$ cat config.mk
export PLATFORM = sky130hd
export DESIGN_NAME = channel_inst_receiver
export DESIGN_NICKNAME = d
export VERILOG_FILES = /design/src/rtl/channel_inst_receiver.sv
export SDC_FILE = /design/constraint.sdc
export NUM_CORES = 1
export LEC_CHECK = 0
export BUFFER_PORTS_ARGS = -buffer_cell sky130_fd_sc_hd__buf_2
export CAP_MARGIN = 20
export CORE_UTILIZATION = 45
export CTS_CLUSTER_DIAMETER = 100
export CTS_CLUSTER_SIZE = 30
export DETAILED_ROUTE_END_ITERATION = 8
export GPL_TIMING_DRIVEN = 0
export PLACE_DENSITY_LB_ADDON = 0.2
export SETUP_SLACK_MARGIN = 0.1
export SLEW_MARGIN = 20
export SYNTH_ARGS = -nofsm -noshare
export SYNTH_HDL_FRONTEND = slang
export SYNTH_SLANG_ARGS = --single-unit
$ cat constraint.sdc
create_clock -name clk -period 1.9 [get_ports clk]
set_input_delay 0.19 -clock clk [delete_from_list [all_inputs] [get_ports clk]]
set_output_delay 0.19 -clock clk [all_outputs]
set_load 0.01 [all_outputs]
$ cat src/rtl/channel_inst_receiver.sv
// channel_inst_receiver
// Receives the SPI driver's asynchronous instruction pulses and sampling-enable
// level in the channel readout clock domain. It runs the channel clear
// sequence, tracks the stop pointer of the last sampling window, and streams
// the sample memory out in trigger order, oldest sample first.
//
// Stream handshake: a word transfers on a rising edge where rd_valid and
// rd_ready are both high. Once rd_valid is raised, rd_data and rd_last hold
// steady until that transfer. rd_valid does not depend on rd_ready. The only
// way a word is withdrawn without a transfer is an abort (reset command or rstn).
module channel_inst_receiver #(
  parameter int SYNC_STAGES = 2,
  parameter int DEPTH       = 256,
  parameter int DATA_W      = 8,
  parameter int CLR_CYCLES  = 4,
  localparam int AW         = $clog2(DEPTH)
) (
  input  logic              clk,
  input  logic              rstn,
  input  logic              inst_rst,
  input  logic              inst_readout,
  input  logic              inst_start,
  input  logic              clk_enable,
  input  logic [AW-1:0]     wr_ptr,
  output logic [AW-1:0]     mem_addr,
  input  logic [DATA_W-1:0] mem_rdata,
  output logic              ch_clear,
  output logic              rd_valid,
  output logic [DATA_W-1:0] rd_data,
  output logic              rd_last,
  input  logic              rd_ready,
  output logic              busy,
  output logic              cmd_drop,
  output logic [2:0]        dbg_state
);

  // Width of the clear-cycle counter; it counts 0 .. CLR_CYCLES-1.
  localparam int CW = (CLR_CYCLES > 1) ? $clog2(CLR_CYCLES) : 1;
  localparam logic [CW-1:0] CLR_LAST = CW'(CLR_CYCLES - 1);
  localparam logic [AW-1:0] LAST_IDX = AW'(DEPTH - 1);

  // Bit positions of the asynchronous inputs inside the synchronizer bus.
  localparam int B_RST = 0;
  localparam int B_RDO = 1;
  localparam int B_STA = 2;
  localparam int B_EN  = 3;

  typedef enum logic [2:0] {
    S_IDLE    = 3'd0,
    S_ARMED   = 3'd1,
    S_CLEAR   = 3'd2,
    S_FETCH   = 3'd3,
    S_CAPTURE = 3'd4,
    S_OUT     = 3'd5
  } state_t;

  state_t              r_state;
  logic [3:0]          r_sync [SYNC_STAGES];
  logic [3:0]          r_edge_d;
  logic [AW-1:0]       r_stop_q;
  logic [AW-1:0]       r_base;
  logic [AW-1:0]       r_cnt;
  logic [AW-1:0]       r_mem_addr;
  logic [CW-1:0]       r_clr_cnt;
  logic [DATA_W-1:0]   r_rd_data;
  logic                r_rd_valid;
  logic                r_rd_last;
  logic                r_ch_clear;
  logic                r_busy;
  logic                r_cmd_drop;

  logic [3:0]          w_sync;
  logic                w_rst_e;
  logic                w_rdo_e;
  logic                w_sta_e;
  logic                w_en_rise;
  logic                w_en_fall;
  logic                w_en_lvl;
  logic [AW-1:0]       w_base;
  logic                w_is_last;

  // Synchronizer chain: all four async inputs shift through SYNC_STAGES flops.
  always_ff @(posedge clk or negedge rstn) begin
    if (!rstn) begin
      for (int i = 0; i < SYNC_STAGES; i++) begin
        r_sync[i] <= '0;
      end
    end else begin
      r_sync[0] <= {clk_enable, inst_start, inst_readout, inst_rst};
      for (int i = 1; i < SYNC_STAGES; i++) begin
        r_sync[i] <= r_sync[i-1];
      end
    end
  end

  // One extra register behind the synchronizer for edge detection.
  always_ff @(posedge clk or negedge rstn) begin
    if (!rstn) begin
      r_edge_d <= '0;
    end else begin
      r_edge_d <= w_sync;
    end
  end

  assign w_sync    = r_sync[SYNC_STAGES-1];
  assign w_rst_e   = w_sync[B_RST] & ~r_edge_d[B_RST];
  assign w_rdo_e   = w_sync[B_RDO] & ~r_edge_d[B_RDO];
  assign w_sta_e   = w_sync[B_STA] & ~r_edge_d[B_STA];
  assign w_en_rise = w_sync[B_EN]  & ~r_edge_d[B_EN];
  assign w_en_fall = ~w_sync[B_EN] &  r_edge_d[B_EN];
  assign w_en_lvl  = w_sync[B_EN];

  // The oldest sample sits one past the stop pointer (wraps modulo DEPTH).
  assign w_base    = r_stop_q + AW'(1);
  assign w_is_last = (r_cnt == LAST_IDX);

  // Stop pointer: every end of a sampling window records where writing stopped,
  // whatever the readout state machine is doing at the time.
  always_ff @(posedge clk or negedge rstn) begin
    if (!rstn) begin
      r_stop_q <= '0;
    end else if (w_en_fall) begin
      r_stop_q <= wr_ptr;
    end
  end

  // Command / readout state machine with registered outputs.
  always_ff @(posedge clk or negedge rstn) begin
    if (!rstn) begin
      r_state    <= S_IDLE;
      r_mem_addr <= '0;
      r_base     <= '0;
      r_cnt      <= '0;
      r_clr_cnt  <= '0;
      r_rd_data  <= '0;
      r_rd_valid <= 1'b0;
      r_rd_last  <= 1'b0;
      r_ch_clear <= 1'b0;
      r_busy     <= 1'b0;
      r_cmd_drop <= 1'b0;
    end else if (w_rst_e) begin
      // Reset command wins over everything, in any state, and restarts a
      // clear already in progress. Any word on the stream is withdrawn.
      r_state    <= S_CLEAR;
      r_ch_clear <= 1'b1;
      r_clr_cnt  <= '0;
      r_busy     <= 1'b1;
      r_rd_valid <= 1'b0;
      r_rd_last  <= 1'b0;
      r_cnt      <= '0;
      r_cmd_drop <= 1'b0;
    end else begin
      case (r_state)
        S_IDLE: begin
          if (w_rdo_e) begin
            r_state    <= S_FETCH;
            r_busy     <= 1'b1;
            r_base     <= w_base;
            r_mem_addr <= w_base;
            r_cnt      <= '0;
            // A start edge arriving together with the readout loses.
            if (w_sta_e) begin
              r_cmd_drop <= 1'b1;
            end
          end else if (w_en_rise) begin
            r_state <= S_ARMED;
          end
        end

        S_ARMED: begin
          // Readout is refused while sampling is running.
          if (w_rdo_e) begin
            r_cmd_drop <= 1'b1;
          end
          if (w_en_fall) begin
            r_state <= S_IDLE;
          end
        end

        S_CLEAR: begin
          // Readout/start edges are silently ignored during a clear.
          if (r_clr_cnt == CLR_LAST) begin
            r_ch_clear <= 1'b0;
            r_busy     <= 1'b0;
            r_state    <= w_en_lvl ? S_ARMED : S_IDLE;
          end else begin
            r_clr_cnt <= r_clr_cnt + CW'(1);
          end
        end

        S_FETCH: begin
          // mem_addr was registered last cycle; the RAM reads it this edge.
          if (w_rdo_e || w_sta_e) begin
            r_cmd_drop <= 1'b1;
          end
          r_state <= S_CAPTURE;
        end

        S_CAPTURE: begin
          if (w_rdo_e || w_sta_e) begin
            r_cmd_drop <= 1'b1;
          end
          r_rd_data  <= mem_rdata;
          r_rd_valid <= 1'b1;
          r_rd_last  <= w_is_last;
          r_state    <= S_OUT;
        end

        S_OUT: begin
          if (w_rdo_e || w_sta_e) begin
            r_cmd_drop <= 1'b1;
          end
          if (r_rd_valid && rd_ready) begin
            r_rd_valid <= 1'b0;
            if (w_is_last) begin
              r_rd_last <= 1'b0;
              r_busy    <= 1'b0;
              r_state   <= S_IDLE;
            end else begin
              r_cnt      <= r_cnt + AW'(1);
              r_mem_addr <= r_base + r_cnt + AW'(1);
              r_state    <= S_FETCH;
            end
          end
        end

        default: begin
          r_state <= S_IDLE;
          r_busy  <= 1'b0;
        end
      endcase
    end
  end

  assign mem_addr  = r_mem_addr;
  assign ch_clear  = r_ch_clear;
  assign rd_valid  = r_rd_valid;
  assign rd_data   = r_rd_data;
  assign rd_last   = r_rd_last;
  assign busy      = r_busy;
  assign cmd_drop  = r_cmd_drop;
  assign dbg_state = r_state;

endmodule
# == Word-level counts from Yosys, hierarchy flattened ==
# Index checks and enable logic that the tools add are counted.
# classes
reduce_logical,22
add_sub_neg,5
n_mux,39
eq_ne,22
n_bitwise,11
# ops
operator,n
8-bit 2-to-1 mux,7
8-bit case mux with 2 select lines,2
8-bit by 1-bit adder with 8-bit output (second input constant),3
3-bit != test (second input constant),8
3-bit 2-to-1 mux,6
3-bit case mux with 6 select lines,1
1-bit 2-to-1 mux,15
5-bit AND reduction,3
8-bit adder,1
8-bit == test (second input constant),1
2-bit 2-to-1 mux,4
2-bit != test (second input constant),4
2-bit AND reduction,4
4-bit AND reduction,2
3-bit by 2-bit == test with 1-bit output (second input constant),2
3-bit == test (second input constant),2
1-bit inverter,6
3-bit AND reduction,2
2-bit nonzero test,3
3-bit nonzero test,2
3-bit OR reduction,2
1-bit bitwise AND,5
4-bit != test (second input constant),1
1-bit case mux with 2 select lines,2
other kinds (11),11
# word_totals
reg_bits,62
out_inout_bits,24
input_bits,23

# == Longest topological paths before layout ==
# depth
word_depth,6
mapped_depth,8

# == Worst setup path before layout ==
# No wires, ideal clock.
# synth_path
path_type,reg-to-reg
from,register r_cnt[4]
to,"register r_mem_addr[7], in the netlist mem_addr[7]"
stages_incl_launch_ff,7
setup_time_ns,0.094
path_slack_ns,0.096
required_ns,1.806
arrival_ns,1.710
cell_sequence,dfrtp_1 > ha_1 > a21o_1 > a21o_1 > a221oi_2 > xnor2_1 > a221oi_2
# synth_between
elab_chain_cells,5
elab_cells_between_ends,8
classes_between,add/sub (2); eq/ne (2); mux (3); reduce/logical (1)
# synth_rtl
element,line_no,rtl
"start, declared",62,logic [AW-1:0] r_cnt;
"start signal, assigned",220,r_cnt <= r_cnt + AW'(1);
8-bit adder,221,r_mem_addr <= r_base + r_cnt + AW'(1);
8-bit by 1-bit adder with 8-bit output,221,
8-bit 2-to-1 mux,215,if (w_is_last) begin
8-bit 2-to-1 mux,213,if (r_rd_valid && rd_ready) begin
8-bit case mux with 2 select lines,153,case (r_state)
"end signal, assigned",159,r_mem_addr <= w_base;
"end signal, assigned",221,
"end, declared",63,logic [AW-1:0] r_mem_addr;
# Parallel ways exist; a longest one is shown, timed or not. The select of a mux whose other input is x is not followed.
# A chain may end at the register's enable or synchronous reset.

# == Worst setup path in the final report ==
# layout_path
from,register r_cnt[0]
to,"register r_mem_addr[6], in the netlist mem_addr[6]"
# The elaborated chain is that of the path after synthesis.

==> out/metrics.yaml <==
grt:
  grt_pass1_vias: 2329
  grt_pass1_wl_mm: 11.05
  grt_max_degree: 33
  antenna_found_initial: 0
  grt_use_total: 0.1985
  grt_overflow: 0
critical_path:
  worstPathMaxFanout: 3
  worst_ep_arrival_time_ps: 2070
  cpMaxStageDelayCell: "dfrtp_1"
  endpoint_kind: "flop"
  cp-start-kind: "flop"
  crit_type: "flop to flop"
  crit_buf_inv: 1
  crit_family: "adder cells"
  critical-path-max-stage-delay_ps: 390
  crit_chain: "inv_2 > ha_4 > fa_2 > nor2b_4 > nor3_1 > o21bai_1 > mux2i_1 > a31oi_1"
  cp.required_ps: 2130
logic_synthesis:
  yosysTopAreaCell: "dfrtp_1"
  synthesis.nets: 332
  synth_top_area_share: 0.4954
  syn_inst: 298
  synth-seq-cells: 62
  synthArstFlopShare: 1.000
  synth.distinct_cells: 51
  synthTopCellsByArea: "dfrtp_1 (50%), mux2_2 (6.8%), ha_1 (4.0%)"
  synth.cell_area_sq_um: 3132
  ys.warnings.count: 0
  avgSynthCellArea_sq_um: 10.51
  synth-seq-area-share: 0.4954
  synth_edf_count: 0
  ys.flop_type: "dfrtp_1"
die:
  die_w_um: 85.43
  dieHeight_um: 85.43
  num_rows: 30
  core_area_sq_um: 6756
  io-pin-count: 47
  initial_utilization: 0.4635
  die_area_sq_um: 7297
route:
  drtPass1Iterations: 6
  finalWirelength_mm: 6.944
  vias: 2424
  drc_errors: 1
  avgViaCountPerCell: 5.351
  drt_iter0_drc: 158
  routedWlPerCell_um: 15.33
  final_antenna_net_count: 0
place:
  io_buffers: 46
  placed_area_sq_um: 3497
  gp_congestion: 0.8377
  dp.cells: 425
  hpwl_mm: 4.747
sta:
  worst_pin_slew_ps: 478.7
  slew_headroom: 0.6809
  rsz0062_at_grt: "true"
  maxSlewViolCount: 0
  clock_skew_ps: 9.284
  fmax_mhz: 543.5
  hold_viol_final: 0
  setup_viol: 0
  period_share: 0.9683
  post-route-min-period_ps: 1840
cts:
  cts.sinks: 62
  numCtsBuffers: 9
  clock_latency_ps: 350
  clockBufferDepth: 2
  cts_tree: "done"
  cts_root_buf: "clkbuf_8"
  cts_max_level: 3
  clkTransAtPathRegs_ps: 80
finish:
  area_growth_syn_to_layout_pct: 25.81
  nets: 402
  fill_cells: 596
  drive_gt1_frac: 0.3458
  postLayoutCoreUtil: 0.5831
  diodes: 0
  fin_area_sq_um: 3940
  layout.cells.non_filler: 453
run:
  max_cap_viol_count: 0
pwr:
  p_leak_nw: 1.754
  powerDensity_nw_per_um2: 1311
  totalPowerFinal_mw: 5.165
  peakVddDrop_uv: 697.3
run_status:
  status: "complete, but fails checks"
  violations: "DRC"
hold_path:
  hold_path_class: "primary input to flop"
==> synth_stat cells, types with 6 or more instances <==
library cell	n
dfrtp_1	62
nand2_1	29
nor2_1	28
o21ai_0	20
mux2_2	19
a21oi_1	12
ha_1	10
nand3_1	9
inv_1	8
a31oi_1	7
and3_1	7
nor2b_1	7
xnor2_1	6
==> routing by layer <==
metal,vias up,global-route usage,wire [um],part of all wire
met3,13,0.03696,198,0.029
met5,-,0,0,0
met1,1161,0.2671,3371,0.49
met4,0,0.09091,149,0.021
li1,1202,-,-,-
met2,48,0.3127,3225,0.46
==> metrics by stage <==
stage / hold slack (ps) / TNS [ps] / setup WS [ps]
after detailed placement: 157.6 / -86.10 / -72.83
after global placement: 297.5 / -110.4 / -62.49
after floorplan: -105.6 / 0 / 151.3
after global routing: 61.01 / -19.69 / -19.69
after CTS: 58.12 / 0 / 62.83
final: 63.59 / 0 / 60.17
==> power by group <==
part	internal (mW)	total (mW)	switching (mW)	leakage, nW
clock network	0.754	1.34	0.586	0.111
logic	0.910	1.88	0.969	0.902
registers	1.69	1.95	0.257	0.742
total	3.35	5.16	1.81	1.75
==> cell usage in the layout, fill, tap and decap left out, types with 3 or more instances in the layout <==
| cell type | n |
|---|---|
| ha_1 | 4 |
| nor3b_1 | 3 |
| a21oi_1 | 11 |
| and3_1 | 7 |
| buf_4 | 11 |
| nor2_1 | 28 |
| nand2_1 | 29 |
| dfrtp_2 | 5 |
| nand3_1 | 8 |
| mux2_2 | 19 |
| xor2_1 | 4 |
| xnor2_1 | 6 |
| o211ai_1 | 4 |
| nor2b_1 | 5 |
| inv_1 | 7 |
| dfrtp_1 | 57 |
| o21ai_0 | 20 |
| nor3_1 | 3 |
| buf_2 | 48 |
| a21o_1 | 3 |
| inv_6 | 3 |
| a31oi_1 | 7 |
| clkbuf_8 | 9 |
| nand2b_1 | 5 |
| mux2i_1 | 5 |
| dlygate4sd3_1 | 5 |
| clkbuf_1 | 3 |
| ha_4 | 4 |
==> area by class of cell <==
cell class | count | area [sq um] | area share
buffer | 12 | 76.32 | 0.01937
clock buffer | 9 | 123.9 | 0.03144
clock inverter | 7 | 102.6 | 0.02604
inverter | 8 | 30.03 | 0.007621
multi-input combinational | 216 | 1594 | 0.4046
sequential | 62 | 1558 | 0.3954
tap | 80 | 100.1 | 0.02540
timing repair buffer | 59 | 355.3 | 0.09019
==> sequential cells by signal, indices dropped and copies added, names as in the netlist, 2 cells and up <==
signal	cells
r_base	8
r_sync	4
mem_addr	8
r_edge_d	4
dbg_state	3
r_stop_q	8
r_cnt	8
w_sync	4
rd_data	8
r_clr_cnt	2
==> kinds of logic after synthesis <==
group,share of synthesized area
AOI/OAI and AO/OA,0.1426
xor gates and xnor gates,0.02797
adders and majority gates,0.04634
buffers and inverters,0.03196
DFF,0.4954
muxes,0.08430
and+or+nand+nor,0.1714
==> what timing repair did <==
action	CTS	global route
setup endpoints to repair	10	15
hold buffers	5	0
hold endpoints to repair	34	0
pin swaps	11	5
gates resized for setup	17	11
buffers inserted	6	1
==> final timing paths <==
| path | slack (ps) | endpoint | cells past startpoint | start |
|---|---|---|---|---|
| min in group asynchronous | 320 | ch_clear$_DFFE_PN0P_ | 2 | rstn |
| worst max register to register | 60 | mem_addr[6]$_DFFE_PN0P_ | 8 | r_cnt[0]$_DFFE_PN0P_ |
| worst min register to register | 350 | w_sync[1]$_DFF_PN0_ | 0 | r_sync[5]$_DFF_PN0_ |
| max in group asynchronous | 1060 | rd_data[5]$_DFFE_PN0P_ | 3 | rstn |
| worst max-delay path | 60 | mem_addr[6]$_DFFE_PN0P_ | 8 | r_cnt[0]$_DFFE_PN0P_ |
| worst min-delay path | 60 | r_stop_q[2]$_DFFE_PN0P_ | 2 | wr_ptr[2] |
(Power assumes the default switching activity.)
